**config.mk**
```make
export PLATFORM = sky130hd
export DESIGN_NAME = monolith_axis_ip_slave_sif
export DESIGN_NICKNAME = d
export VERILOG_FILES = /design/src/rtl/monolith_sif_pkg.sv /design/src/rtl/monolith_sif_chunk_mem.sv /design/src/rtl/monolith_axis_ip_slave_sif.sv
export SDC_FILE = /design/constraint.sdc
export NUM_CORES = 1
export LEC_CHECK = 0
export BUFFER_PORTS_ARGS = -buffer_cell sky130_fd_sc_hd__buf_2
export CAP_MARGIN = 5
export CORE_UTILIZATION = 53
export CTS_BUF_LIST = sky130_fd_sc_hd__clkbuf_16
export DETAILED_ROUTE_END_ITERATION = 12
export GPL_ROUTABILITY_DRIVEN = 0
export PLACE_DENSITY = 0.71
export SETUP_SLACK_MARGIN = 0.2
export SYNTH_ARGS = -nofsm -noshare
export SYNTH_HDL_FRONTEND = slang
export SYNTH_HIERARCHICAL = 1
export SYNTH_SLANG_ARGS = --single-unit
```
**constraint.sdc**
```tcl
create_clock -name S_AXIS_ACLK -period 3.85 [get_ports S_AXIS_ACLK]
set_input_delay 1.155 -clock S_AXIS_ACLK [delete_from_list [all_inputs] [get_ports S_AXIS_ACLK]]
set_output_delay 1.155 -clock S_AXIS_ACLK [all_outputs]
set_load 0.02 [all_outputs]
```
**src/rtl/monolith_sif_pkg.sv**
```systemverilog
// Shared types and default geometry for the Monolith stream<->chunk interfaces.
package monolith_sif_pkg;

    localparam int SIF_DATA_W      = 32;
    localparam int SIF_CHUNK_SIZE  = 16;
    localparam int SIF_CHUNK_COUNT = 2;
    localparam int SIF_WORD_AW     = $clog2(SIF_CHUNK_SIZE);
    localparam int SIF_SLOT_AW     = $clog2(SIF_CHUNK_COUNT);

    typedef logic [SIF_DATA_W-1:0] sif_word_t;
    typedef sif_word_t sif_chunk_t [SIF_CHUNK_SIZE];

    // Address width that stays at least one bit wide for degenerate sizes.
    function automatic int addr_w(input int n);
        return (n > 1) ? $clog2(n) : 1;
    endfunction

endpackage

```
**src/rtl/monolith_sif_chunk_mem.sv**
```systemverilog
// Chunk buffer: word-addressed write port, whole-chunk asynchronous read port.
module monolith_sif_chunk_mem
    import monolith_sif_pkg::*;
#(
    parameter int DATA_W      = SIF_DATA_W,
    parameter int CHUNK_SIZE  = SIF_CHUNK_SIZE,
    parameter int CHUNK_COUNT = SIF_CHUNK_COUNT
) (
    input  logic                            clk,
    input  logic                            we,
    input  logic [addr_w(CHUNK_COUNT)-1:0]  wr_chunk,
    input  logic [addr_w(CHUNK_SIZE)-1:0]   wr_word,
    input  logic [DATA_W-1:0]               wr_data,
    input  logic [addr_w(CHUNK_COUNT)-1:0]  rd_chunk,
    output logic [DATA_W-1:0]               rd_data [CHUNK_SIZE]
);

    localparam int WORD_AW = addr_w(CHUNK_SIZE);

    logic [DATA_W-1:0] mem_q [CHUNK_COUNT*CHUNK_SIZE];

    // Storage is deliberately not reset; words_cnt gating hides stale contents.
    always_ff @(posedge clk) begin
        if (we) begin
            mem_q[{wr_chunk, wr_word}] <= wr_data;
        end
    end

    generate
        for (genvar gi = 0; gi < CHUNK_SIZE; gi++) begin : g_rd
            assign rd_data[gi] = mem_q[{rd_chunk, WORD_AW'(gi)}];
        end
    endgenerate

endmodule

```
**src/rtl/monolith_axis_ip_slave_sif.sv**
```systemverilog
// AXI4-Stream slave that packs words into buffered chunks for the hash datapath.
// Optional MONOLITH_SIF_TLAST_PAD_EN: TLAST closes a short, zero-padded chunk.
module monolith_axis_ip_slave_sif
    import monolith_sif_pkg::*;
#(
    parameter int FIFO_CHUNK_SIZE      = SIF_CHUNK_SIZE,
    parameter int FIFO_CHUNK_COUNT     = SIF_CHUNK_COUNT,
    parameter int C_S_AXIS_TDATA_WIDTH = SIF_DATA_W
) (
    input  logic                              S_AXIS_ACLK,
    input  logic                              S_AXIS_ARESET,
    input  logic                              S_AXIS_TVALID,
    input  logic [C_S_AXIS_TDATA_WIDTH-1:0]   S_AXIS_TDATA,
    input  logic [C_S_AXIS_TDATA_WIDTH/8-1:0] S_AXIS_TSTRB,
    input  logic                              S_AXIS_TLAST,
    output logic                              S_AXIS_TREADY,
    output logic [C_S_AXIS_TDATA_WIDTH-1:0]   fifo_out [FIFO_CHUNK_SIZE],
    output logic                              fifo_valid,
    output logic                              fifo_last,
    input  logic                              fifo_read_strobe
);

    localparam int WORD_AW = addr_w(FIFO_CHUNK_SIZE);
    localparam int SLOT_AW = addr_w(FIFO_CHUNK_COUNT);
    localparam int CNT_W   = $clog2(FIFO_CHUNK_COUNT + 1);
    localparam int WCNT_W  = $clog2(FIFO_CHUNK_SIZE + 1);

    logic [WORD_AW-1:0] word_idx_q, word_idx_d;
    logic [SLOT_AW-1:0] wr_chunk_q, wr_chunk_d;
    logic [SLOT_AW-1:0] rd_chunk_q, rd_chunk_d;
    logic [CNT_W-1:0]   slots_used_q, slots_used_d;
    logic [WCNT_W-1:0]  words_cnt_q [FIFO_CHUNK_COUNT];
    logic [WCNT_W-1:0]  words_cnt_d [FIFO_CHUNK_COUNT];
    logic [FIFO_CHUNK_COUNT-1:0] last_q, last_d;

    logic accept, commit, rd_en, chunk_last;
    logic [C_S_AXIS_TDATA_WIDTH-1:0] rd_data [FIFO_CHUNK_SIZE];
    logic tstrb_unused;

    assign tstrb_unused  = ^S_AXIS_TSTRB;
    assign S_AXIS_TREADY = !S_AXIS_ARESET && (slots_used_q != CNT_W'(FIFO_CHUNK_COUNT));
    assign fifo_valid    = (slots_used_q != '0);
    assign fifo_last     = last_q[rd_chunk_q] & fifo_valid;
    assign accept        = S_AXIS_TVALID & S_AXIS_TREADY;
    assign rd_en         = fifo_read_strobe & fifo_valid;

`ifdef MONOLITH_SIF_TLAST_PAD_EN
    assign commit     = accept && ((word_idx_q == WORD_AW'(FIFO_CHUNK_SIZE - 1)) || S_AXIS_TLAST);
    assign chunk_last = S_AXIS_TLAST;
`else
    // A TLAST seen mid-chunk is remembered until the chunk fills.
    logic pend_last_q, pend_last_d;

    assign commit     = accept && (word_idx_q == WORD_AW'(FIFO_CHUNK_SIZE - 1));
    assign chunk_last = S_AXIS_TLAST | pend_last_q;

    always_comb begin
        pend_last_d = pend_last_q;
        if (commit) begin
            pend_last_d = 1'b0;
        end else if (accept && S_AXIS_TLAST) begin
            pend_last_d = 1'b1;
        end
    end

    always_ff @(posedge S_AXIS_ACLK or posedge S_AXIS_ARESET) begin
        if (S_AXIS_ARESET) begin
            pend_last_q <= 1'b0;
        end else begin
            pend_last_q <= pend_last_d;
        end
    end
`endif

    always_comb begin
        word_idx_d   = word_idx_q;
        wr_chunk_d   = wr_chunk_q;
        rd_chunk_d   = rd_chunk_q;
        slots_used_d = slots_used_q;
        words_cnt_d  = words_cnt_q;
        last_d       = last_q;
        if (accept) begin
            word_idx_d = word_idx_q + 1'b1;
        end
        if (commit) begin
`ifdef MONOLITH_SIF_TLAST_PAD_EN
            words_cnt_d[wr_chunk_q] = WCNT_W'(word_idx_q) + WCNT_W'(1);
`else
            words_cnt_d[wr_chunk_q] = WCNT_W'(FIFO_CHUNK_SIZE);
`endif
            last_d[wr_chunk_q] = chunk_last;
            wr_chunk_d         = wr_chunk_q + 1'b1;
            word_idx_d         = '0;
        end
        if (rd_en) begin
            rd_chunk_d = rd_chunk_q + 1'b1;
        end
        case ({commit, rd_en})
            2'b10:   slots_used_d = slots_used_q + 1'b1;
            2'b01:   slots_used_d = slots_used_q - 1'b1;
            default: slots_used_d = slots_used_q;
        endcase
    end

    always_ff @(posedge S_AXIS_ACLK or posedge S_AXIS_ARESET) begin
        if (S_AXIS_ARESET) begin
            word_idx_q   <= '0;
            wr_chunk_q   <= '0;
            rd_chunk_q   <= '0;
            slots_used_q <= '0;
            last_q       <= '0;
            for (int i = 0; i < FIFO_CHUNK_COUNT; i++) begin
                words_cnt_q[i] <= '0;
            end
        end else begin
            word_idx_q   <= word_idx_d;
            wr_chunk_q   <= wr_chunk_d;
            rd_chunk_q   <= rd_chunk_d;
            slots_used_q <= slots_used_d;
            last_q       <= last_d;
            words_cnt_q  <= words_cnt_d;
        end
    end

    monolith_sif_chunk_mem #(
        .DATA_W      (C_S_AXIS_TDATA_WIDTH),
        .CHUNK_SIZE  (FIFO_CHUNK_SIZE),
        .CHUNK_COUNT (FIFO_CHUNK_COUNT)
    ) u_mem (
        .clk      (S_AXIS_ACLK),
        .we       (accept),
        .wr_chunk (wr_chunk_q),
        .wr_word  (word_idx_q),
        .wr_data  (S_AXIS_TDATA),
        .rd_chunk (rd_chunk_q),
        .rd_data  (rd_data)
    );

    // Words beyond the stored count read as zero; after reset that is every word.
    generate
        for (genvar gi = 0; gi < FIFO_CHUNK_SIZE; gi++) begin : g_out
            assign fifo_out[gi] = (WCNT_W'(gi) < words_cnt_q[rd_chunk_q]) ? rd_data[gi] : '0;
        end
    endgenerate

endmodule

```
### Yosys cells after proc, flatten, opt, wreduce, memory -nomap -nowiden

Memory sizes are Yosys's and may differ from the RTL's.
Index checks and enable logic that the tools add are counted.

| word-level totals | value |
|---|---|
| bits in registers | 21 |
| RAM bits | 1024 |
| output and inout bits | 515 |
| word-level logic and storage cells | 92 |
| memories | 1 |

Memory list:

| memory | depth | width | rd ports | clocked after memory_dff | wr ports | RTL line | text |
|---|---|---|---|---|---|---|---|
| u_mem.mem_q | 32 | 32 | 16 | 0 | 1 | monolith_sif_chunk_mem.sv:20 | `logic [DATA_W-1:0] mem_q [CHUNK_COUNT*CHUNK_SIZE];` |

| operators by class | value |
|---|---|
| add/subtract/negate cells | 5 |
| order comparisons | 22 |
| equality and inequality tests | 4 |
| multiplexer cells | 33 |
| bitwise logic cells | 9 |
| reductions and logical operators | 10 |

Operator list:

| kind | count |
|---|---|
| $mux W32 | 16 |
| $lt A4 B5 Y1 const A | 8 |
| $lt A3 B5 Y1 const A | 4 |
| $mux W5 | 4 |
| $lt A1 B5 Y1 const A | 2 |
| $lt A2 B5 Y1 const A | 2 |
| $and A8 B8 Y8 | 1 |
| $mux W4 | 2 |
| $not A8 Y8 | 1 |
| $reduce_bool A2 Y1 | 4 |
| $mux W1 | 7 |
| $demux W5 S1 | 1 |
| $logic_and A1 B1 Y1 | 5 |
| $add A4 B1 Y4 const B | 1 |
| $eq A4 B4 Y1 const B | 1 |
| $ge A2 B2 Y1 const B | 2 |
| $lt A1 B2 Y1 const B | 2 |
| $not A1 Y2 | 2 |
| $pmux W2 S2 | 1 |
| $and A1 B1 Y1 | 3 |
| $add A1 B1 Y1 const B | 2 |
| $add A2 B1 Y2 const B | 1 |
| $bwmux W2 | 1 |
| $eq A2 B1 Y1 const B | 1 |
| 9 further kinds | 9 |

### Logic depth before layout (Yosys ltp)

| logic depth | value |
|---|---|
| word-level depth | 7 |
| gate-level depth with buffers | 7 |
| depth with buffers taken out | 7 |

### Modules after synthesis

Netlist, hierarchy kept.

By module, submodules not included:

| module | instances | cells each | area an instance (um^2) | sequential area each (um^2) |
|---|---|---|---|---|
| monolith_sif_chunk_mem | 1 | 1640 | 37150.6 | 30749.5 |
| monolith_axis_ip_slave_sif | 1 | 767 | 5011.1 | 525.5 |

### Worst setup path before layout

Ideal clock, no wire load.

| timing path | value |
|---|---|
| path type | input to register |
| start point | in S_AXIS_ARESET |
| end point | mem u_mem/mem_q[0][0] (netlist bit), enable pin |
| setup time | 0.421 ns |
| arrival time | 3.635 ns |
| path slack | -0.206 ns |
| stages on the path | 4 |
| cell sequence | nand2b_1 nor2_1 or4b_1 nor2_1 |

| on the way | value |
|---|---|
| longest elaborated chain between the ends | 5 |

Ends and longest elaborated chain:

| what | RTL line | text |
|---|---|---|
| from (decl) | monolith_axis_ip_slave_sif.sv:11 | `input logic S_AXIS_ARESET,` |
| $logic_not A1 Y1 (no line) | -- |  |
| $logic_and A1 B1 Y1 | monolith_axis_ip_slave_sif.sv:41 | `assign S_AXIS_TREADY = !S_AXIS_ARESET && (slots_used_q != CNT_W'(FIFO_CHUNK_COUNT));` |
| $and A1 B1 Y1 | monolith_axis_ip_slave_sif.sv:44 | `assign accept = S_AXIS_TVALID & S_AXIS_TREADY;` |
| named net accept | monolith_axis_ip_slave_sif.sv:36 | `logic accept, commit, rd_en, chunk_last;` |
| $mux W1 | monolith_sif_chunk_mem.sv:24 | `if (we) begin` |
| $mux W1 (implied by the code) | monolith_sif_chunk_mem.sv:25 | `mem_q[{wr_chunk, wr_word}] <= wr_data;` |
| to (decl) | monolith_sif_chunk_mem.sv:20 |  |

The timed path passes the listed nets, and every way through them passes these cells.

==> results by group <==
Synth
  – Top-area cell type share of the netlist area: 72.9%
  – Cell with the most instances after synthesis: edfxtp_1
  – Synth area leaders: edfxtp_1 (73%), mux2_2 (14%), and2_1 (3.9%)
  – Synthesized Nets: 2450
  – Mapped Area: 42200 µm²
  – Yosys reg bits: 1045
  – Avg Inst Size Synth: 17.5 µm²
  – Count of different cell masters after synthesis: 47
  – Gate Count Post-Synth: 2407
  – Area leader, netlist: edfxtp_1
  – Post-synth EDFFs: 1024
  – Yosys warns: 6
  – Top_reg_cell synth: edfxtp_1
  – Synth top cells by count: edfxtp_1 (1024), mux2_2 (515), and2_1 (262)
  – Seq/Total Area, Yosys: 74.2%
  – Async set-or-reset flop fraction in the synthesized netlist: 2.01%

Setup path
  – Crit path cell chain: buf_12 > nor4b_4 > buf_4 > buf_6 > o21ai_4 > buf_12 > clkbuf_16 > and2_4 > buf_6
  – Kind of critical path: reg2out
  – R2r startpoint: slots_used_q[1]$_DFFE_PP0P_
  – Reg-to-reg setup timing slack: 1320 ps
  – Crit path launch type: flip-flop
  – Largest stage delay on the critical path: 560 ps
  – CP required: 2690 ps
  – Type of destination of the critical path: output pin
  – Top delay family on crit path: buffers and inverters
  – Worst reg2reg endpoint: u_mem/mem_q[14][7]$_DFFE_PP_
  – Crit path depth: 9
  – Slowest stage cell on the critical path: dfrtp_4
  – CP Buf/Inv Count: 6
  – R2R depth: 6
  – Data arrival, critical path: 2560 ps
  – Critical path fanouts, max: 8

Route
  – DR vias: 24300
  – DR iter-0 viols: 2505
  – Met3 wire length: 9930 µm
  – Met2 wire len: 60200 µm
  – Top sig layer: met4
  – WL met1: 46500 µm
  – First drt pass iteration count: 5
  – Drc violations: 0
  – Post-Route WL: 121000 µm
  – WL per Instance: 28.6 µm
  – Vias per inst: 5.76
  – Antenna Nets Post-Route: 0

Clock tree
  – Clock sinks: 1045
  – Root buffer cell: clkbuf_16
  – CTS Hold Bufs: 0
  – CTS clk-pin slew, worst paths: 60 ps
  – Clock Latency Late Sink: 670 ps
  – CTS max path bufs: 3
  – H-tree depth: 3
  – Total CTS buffers: 103
  – CTS tree: done

Status
  – Status: finished clean

Run
  – Max Cap Viol: 0

Power and ir drop
  – Pwr dens: 762 nW/µm²
  – Leak: 0.0197 µW
  – Maximum VDD drop: 0.706 mV

STA
  – Post-Route Setup TNS: 0 ps
  – Setup ws final: 137 ps
  – Final Hold Viols: 0
  – Final min period: 3710 ps
  – Clock skew: 20.8 ps
  – FMAX: 269 MHz
  – Slew Limit Headroom: 24.3%
  – Count of final setup violators: 0
  – Worst Max-Slew Pin Slew: 1140 ps
  – RSZ-0062 raised after global routing: yes
  – Slew Limit Fails: 0
  – Final period util: 96.5%

Placed design
  – IO buf count: 551
  – Hpwl dp: 61700 µm
  – Place WS: 365 ps

Die
  – Core area: 78900 µm²
  – Starting Density: 53.5%
  – Die ar.: 80700 µm²
  – Ports: 556
  – Die H: 284 µm
  – Die Width: 284 µm
  – Site Rows: 103

Final layout
  – Share of cells above drive strength 1: 49.5%
  – Core Util, Final: 67.0%
  – Area growth syn-to-layout: 25.3%
  – Final nets: 3125

Global route
  – Largest net degree at the start of global routing: 75
  – Gr ovfl total: 0
  – Vias in the first global route: 23800
  – Wire length of the first global-routing pass: 161000 µm
  – Gr usage total: 27.8%
  – Antenna violations before repair: 8

Hold path
  – WHS Path Cells: 1
  – Hold Path End: last_q[0]$_DFFE_PP0P_
  – Hold_sp: last_q[0]$_DFFE_PP0P_
  – Hold Path Class: reg2reg
## repair_timing
item                                    in CTS  in global routing
cloned                                      15                 25
endpoints found under the hold margin        0                  0
endpoints found under the setup margin     513                511
resized for setup                          122                457
buffers inserted                            36                 19
pin swaps                                   12                 90
## final cells by class
cell class,count,area [µm²]
fill,5325,26100
tap,1050,1310
inverter,67,251
sequential,1045,31300
clock buffer,105,2630
multi-input combinational,1161,10800
timing repair buffer,704,5890
clock inverter,86,666
antenna,5,12.5
## how the worst max path moves through the flow
stage	from	endpoint	slack, ps
4_1_cts	rd_chunk_q$_DFFE_PP0P_	fifo_out[183]	110
3_3_place_gp	rd_chunk_q$_DFFE_PP0P_	fifo_out[352]	470
2_1_floorplan	S_AXIS_ARESET	u_mem/mem_q[0][0]$_DFFE_PP_	-210
6_report	rd_chunk_q$_DFFE_PP0P_	fifo_out[451]	140
5_1_grt	rd_chunk_q$_DFFE_PP0P_	fifo_out[470]	60
3_5_place_dp	rd_chunk_q$_DFFE_PP0P_	fifo_out[352]	370
## per-layer routing
metal / track usage (%) / vias up
li1: - / 10400
met1: 36.4 / 12500
met2: 46.4 / 1196
met3: 5.06 / 194
met4: 10.5 / 0
met5: 0 / -
## registers in the layout (all words and copies together), names as in the netlist
name / cells
last_q: 2
u_mem/mem_q: 1024
wr_chunk_q: 1
slots_used_q: 2
words_cnt_q: 10
word_idx_q: 4
rd_chunk_q: 1
pend_last_q: 1
## cells by family after synthesis
| family | after synthesis | share of synthesized area (%) |
|---|---|---|
| AND/OR/NAND/NOR | 611 | 8.83 |
| adder cells (fa/ha/maj) | 2 | 0.0593 |
| multiplexers | 518 | 13.9 |
| buffers and inverters | 204 | 2.48 |
| XOR/XNOR | 6 | 0.125 |
| AO/OA/AOI/OAI | 21 | 0.475 |
| flip-flops | 1045 | 74.2 |
## worst reg2reg max path, stage by stage (launching register included)
cell and delay [ps]:
dfrtp_1 420, nor2b_1 230, nor2_1 180, buf_4 190
nand4b_1 470, nor2_2 220, buf_4 440
## placed cells by master (no fill, tap or decap), types with 14 or more instances in the layout
cell type / n
edfxtp_1: 1024
mux2_2: 515
buf_2: 347
and2_1: 196
buf_4: 154
buf_6: 121
clkbuf_16: 120
and3_1: 118
inv_1: 84
and2_4: 66
and3_4: 44
nor3_1: 43
nor2b_1: 37
clkinv_1: 31
buf_12: 30
clkinv_2: 24
nor2_4: 22
nor3_2: 18
dfrtp_1: 18
buf_16: 17
nor2_2: 14
clkbuf_4: 14
## power by group
part	switching, µW	internal (µW)	total (µW)
Combinational	9710	7730	17400
Clock	4250	5550	9800
Sequential	191	12800	13000
Total	14100	26100	40300
## through the flow
stage / cell area [µm²] / std cells / total power, µW / hold slack, ps
2_1_floorplan: 42200 / 2407 / 22100 / 477
3_3_place_gp: 46200 / 3932 / 26000 / 492
3_5_place_dp: 46200 / 3932 / 26100 / 504
4_1_cts: 50700 / 4174 / 37600 / 522
5_1_grt: 52800 / 4220 / 41500 / 541
6_report: 52800 / 4223 / 40300 / 527
(Power assumes the default switching activity.)
